File: src/rtl/obs_split_stream_206bit.sv
// Collects two streamed N-bit GF(2) operands beat by beat and splits each into
// even/odd coefficient halves plus their XOR sum for the OBS sub-multipliers.
module obs_split_stream_206bit #(
  parameter int unsigned N = 206,
  parameter int unsigned W = 64
) (
  input  logic             clk,
  input  logic             rst,
  input  logic [W-1:0]     in_data,
  input  logic             in_valid,
  input  logic             in_last,
  output logic             in_ready,
  output logic [N/2-1:0]   a_even,
  output logic [N/2-1:0]   a_odd,
  output logic [N/2-1:0]   a_sum,
  output logic [N/2-1:0]   b_even,
  output logic [N/2-1:0]   b_odd,
  output logic [N/2-1:0]   b_sum,
  output logic             out_valid,
  input  logic             out_ready,
  output logic             frame_err
);

  localparam int unsigned H     = N / 2;
  localparam int unsigned BEATS = (N + W - 1) / W;
  localparam int unsigned CW    = (BEATS > 1) ? $clog2(BEATS) : 1;

  typedef enum logic [1:0] {LOAD_A, LOAD_B, OUT} state_t;

  state_t          state, state_n;
  logic [CW-1:0]   beat_cnt, cnt_n;
  logic [N-1:0]    a_reg, b_reg;
  logic [N-1:0]    a_fill, b_fill;
  logic [H-1:0]    ae_n, ao_n, be_n, bo_n;
  logic            accept, last_beat;
  logic            err_n, valid_n, ready_n;
  logic            load_a, load_b, load_out, clear_ops;

  assign accept    = in_valid && in_ready;
  assign last_beat = (beat_cnt == CW'(BEATS - 1));

  // Operand images with the current beat merged in; bits at or above N are dropped.
  always_comb begin
    a_fill = a_reg;
    b_fill = b_reg;
    for (int i = 0; i < int'(N); i++) begin
      if (CW'(i / int'(W)) == beat_cnt) begin
        a_fill[i] = in_data[i % int'(W)];
        b_fill[i] = in_data[i % int'(W)];
      end
    end
  end

  // De-interleave: A is complete in a_reg, B completes with the current beat.
  always_comb begin
    ae_n = '0;
    ao_n = '0;
    be_n = '0;
    bo_n = '0;
    for (int i = 0; i < int'(H); i++) begin
      ae_n[i] = a_reg[2*i];
      ao_n[i] = a_reg[2*i+1];
      be_n[i] = b_fill[2*i];
      bo_n[i] = b_fill[2*i+1];
    end
  end

  // Next-state and control; framing violations discard the partial frame.
  always_comb begin
    state_n   = state;
    cnt_n     = beat_cnt;
    err_n     = 1'b0;
    valid_n   = out_valid;
    load_a    = 1'b0;
    load_b    = 1'b0;
    load_out  = 1'b0;
    clear_ops = 1'b0;
    case (state)
      LOAD_A: begin
        if (accept) begin
          if (in_last) begin
            err_n     = 1'b1;
            clear_ops = 1'b1;
            cnt_n     = '0;
          end else begin
            load_a = 1'b1;
            if (last_beat) begin
              cnt_n   = '0;
              state_n = LOAD_B;
            end else begin
              cnt_n = beat_cnt + CW'(1);
            end
          end
        end
      end
      LOAD_B: begin
        if (accept) begin
          if (last_beat == in_last) begin
            if (last_beat) begin
              load_out = 1'b1;
              valid_n  = 1'b1;
              cnt_n    = '0;
              state_n  = OUT;
            end else begin
              load_b = 1'b1;
              cnt_n  = beat_cnt + CW'(1);
            end
          end else begin
            err_n     = 1'b1;
            clear_ops = 1'b1;
            cnt_n     = '0;
            state_n   = LOAD_A;
          end
        end
      end
      OUT: begin
        if (out_ready) begin
          valid_n = 1'b0;
          cnt_n   = '0;
          state_n = LOAD_A;
        end
      end
      default: begin
        state_n = LOAD_A;
        cnt_n   = '0;
      end
    endcase
    ready_n = (state_n != OUT);
  end

  always_ff @(posedge clk) begin
    if (rst) begin
      state     <= LOAD_A;
      beat_cnt  <= '0;
      a_reg     <= '0;
      b_reg     <= '0;
      in_ready  <= 1'b0;
      out_valid <= 1'b0;
      frame_err <= 1'b0;
      a_even    <= '0;
      a_odd     <= '0;
      a_sum     <= '0;
      b_even    <= '0;
      b_odd     <= '0;
      b_sum     <= '0;
    end else begin
      state     <= state_n;
      beat_cnt  <= cnt_n;
      in_ready  <= ready_n;
      out_valid <= valid_n;
      frame_err <= err_n;
      if (clear_ops) begin
        a_reg <= '0;
        b_reg <= '0;
      end else begin
        if (load_a) a_reg <= a_fill;
        if (load_b || load_out) b_reg <= b_fill;
      end
      if (load_out) begin
        a_even <= ae_n;
        a_odd  <= ao_n;
        a_sum  <= ae_n ^ ao_n;
        b_even <= be_n;
        b_odd  <= bo_n;
        b_sum  <= be_n ^ bo_n;
      end
    end
  end

endmodule
File: config.mk
export PLATFORM = sky130hd
export DESIGN_NAME = obs_split_stream_206bit
export DESIGN_NICKNAME = d
export VERILOG_FILES = /design/src/rtl/obs_split_stream_206bit.sv
export SDC_FILE = /design/constraint.sdc
export NUM_CORES = 2
export LEC_CHECK = 0
export ABC_AREA = 1
export CAP_MARGIN = 20
export CORE_ASPECT_RATIO = 1.1
export CORE_MARGIN = 10
export CORE_UTILIZATION = 54
export DETAILED_ROUTE_END_ITERATION = 10
export PLACE_DENSITY = 0.85
export SETUP_SLACK_MARGIN = 0.1
export SLEW_MARGIN = 0
export SYNTH_ARGS = -nofsm -noshare
export SYNTH_HDL_FRONTEND = slang
export SYNTH_SLANG_ARGS = --single-unit
File: constraint.sdc
create_clock -name clk -period 2.4 [get_ports clk]
set_input_delay 0.24 -clock clk [delete_from_list [all_inputs] [get_ports clk]]
set_output_delay 0.24 -clock clk [all_outputs]
set_load 0.05 [all_outputs]
==> flow_summary.ini <==
[sta]
slew_headroom = 0.2422
period_share = 0.9573
fmax_mhz = 435.3
setup_viol = 0
hold_viol_final = 0
tns_ns = 0
period_minus_slack_ns = 2.297
rsz0062_at_grt = true
finClkSkew_ns = 0.04296
worst_pin_slew_ns = 1.133
drv_slew = 0

[detailed_routing]
drt_iter0_drc = 6558
viasPerCell = 5.822
drc = 2
wire_per_inst_um = 22.81
wl_mm = 174.9
vias = 44640
ant_nets = 0
first_pass_iters = 11

[floorplanning]
die_area_sq_um = 90600
initial_core_util = 0.5421
die_h_um = 314.7
core_area_sq_um = 78650
pin_count = 690
row_count = 108
die_x_um = 287.9

[setup_path]
crit_path_max_incr_delay_ns = 0.88
critPathKind = reg -> out
cp-end-kind = output port
critPathBufInv = 1
cp-start-kind = flop
path_max_fanout = 2
worst-endpoint-required_ns = 2.16
critPathSlowestCell = clkdlybuf4s50_1
worstPathCellList = clkdlybuf4s50_1
ff2ff_setup_slack_ns = 0.18
cp.arrival_ns = 2.06
cp_top_family = buffers and inverters

[global_route]
grt_pass1_wl_mm = 252.5
track_usage = 0.3621
antenna_found_initial = 19
grt_max_degree = 179
overflow = 0
grt_pass1_vias = 40618

[power]
total_power_mw = 35.99
powerDensity_nw_per_um2 = 655.6
total_leakage_power_nw = 20.90
ir_drop_mv = 0.5557

[clock_network]
clock_latency_ns = 0.68
cts-htree-levels = 3
cts_tree = done
clockBufferDepth = 3
clock-root-buffer = clkbuf_16
cts.clk_slew.worst_paths_ns = 0.06
cts_buffers = 104
clkSinkCount = 1037

[synth]
yosysUniqueCellTypes = 23
ys_ff_latch = 1037
netlist_instances = 5995
synth_area_sq_um = 42630
netlist.area_leader.share = 0.4870
syn-num-nets = 6070
synth.avg_cell_area_sq_um = 7.111
synth_top_cell_by_area = dfxtp_1
seq_area_frac_synth = 0.4870
synth-warning-count = 0
synth_area_leaders = dfxtp_1, nand2_1, a21oi_1

[finish]
nFillCells = 6050
final_util = 0.6980
fin_nets = 6600
drive_above_1_share = 0.06129
areaGrowthSynthToFinish_pct = 28.76

[placement]
portBuffers = 689
hpwlAfterDp_mm = 114.3
gp_congestion = 0.9039

[worst_hold_path]
hp-class = in -> reg

[job]
maxCapViolations = 0

[run_status]
status = complete, but fails checks
violations = design-rule violations
==> layout make-up <==
| class | count | area (sq um) | area share |
|---|---|---|---|
| Timing Repair Buffer | 896 | 9382 | 0.1709 |
| Tap cell | 1045 | 1308 | 0.02382 |
| Antenna cell | 15 | 37.54 | 0.0006838 |
| Clock buffer | 150 | 3045 | 0.05548 |
| Multi-Input combinational cell | 4263 | 19070 | 0.3475 |
| Sequential cell | 1037 | 20760 | 0.3782 |
| Inverter | 223 | 847.1 | 0.01543 |
| Clock inverter | 39 | 437.9 | 0.007978 |
==> layer usage <==
metal,up-vias,track usage,part of all wire
met2,2902,0.5393,0.43
met4,10,0.3064,0.096
li1,20292,-,-
met5,-,0,0.00037
met3,699,0.1046,0.13
met1,20737,0.4265,0.35
==> what timing repair did <==
item                       4_1_cts  5_1_grt
cloned                           0        3
setup endpoints to repair        1      175
hold buffers                     0        0
buffers inserted                 0        1
gates resized for setup          1        9
pin swaps                        0        1
hold endpoints to repair         0        0
==> kinds of logic after synthesis <==
family                   share of synthesized area
XOR/XNOR                                   0.02116
AO/OA/AOI/OAI                               0.1104
buffers and inverters                      0.06838
flip-flops                                  0.4870
AND/OR/NAND/NOR                             0.3113
adder cells (fa/ha/maj)                   0.001761
==> metrics by stage <==
stage          instances  area (sq um)  hold slack (ns)  worst slack [ns]
4_1_cts             7649         54730          0.01805            0.1062
2_1_floorplan       5995         42630           0.4047            0.2487
3_3_place_gp        7460         51240           0.4452            0.1618
6_report            7668         54890          0.04658            0.1026
5_1_grt             7658         54870          0.06438           0.08059
3_5_place_dp        7460         51240           0.4489           0.09900
==> cells in the mapped netlist <==
cell type     n
a21oi_1     650
buf_4        15
nor2_4        2
clkbuf_2      3
xor2_1       16
o31ai_1       1
inv_2         5
buf_1        35
nor2_1      589
inv_1       218
nor3_1        1
o21ai_0     289
nand3b_1    104
xnor2_1      87
clkbuf_1    222
ha_1          6
nand2_1    2095
nand2_2       3
buf_2       197
nand3_2       2
nand3_1     212
dfxtp_1    1037
nand4_1     206
==> cells in the final DEF, fill, tap and decap left out, drive strengths merged <==
cell type      Yosys  final
ha                 6      6
bufinv             0      5
clkdlybuf4s50      0    681
nor3               1      1
o21ai            289    289
clkinvlp           0      3
nand2           2098   2098
a21oi            650    650
dlygate4sd2        0      1
nand4            206    206
inv              223    227
clkbuf           225    153
o31ai              1      1
dfxtp           1037   1037
nor2             591    591
xor2              16     16
xnor2             87     87
nand3            214    214
diode              0     15
nand3b           104    104
buf              247    211
clkinv             0     27
==> power by group <==
group	internal, mW	switching, mW	total, mW
registers	17.3	0.0496	17.3
clock network	9.40	7.19	16.6
logic	0.531	1.57	2.10
==> final timing paths <==
path,end,cells past startpoint,from
max,b_sum[97],1,b_sum[97]
min reg2reg,b_even[24],2,b_even[24]
max reg2reg,b_sum[74],10,beat_cnt[0]
min,out_valid,4,rst
No activity file was read; power rests on OpenSTA's default activity.
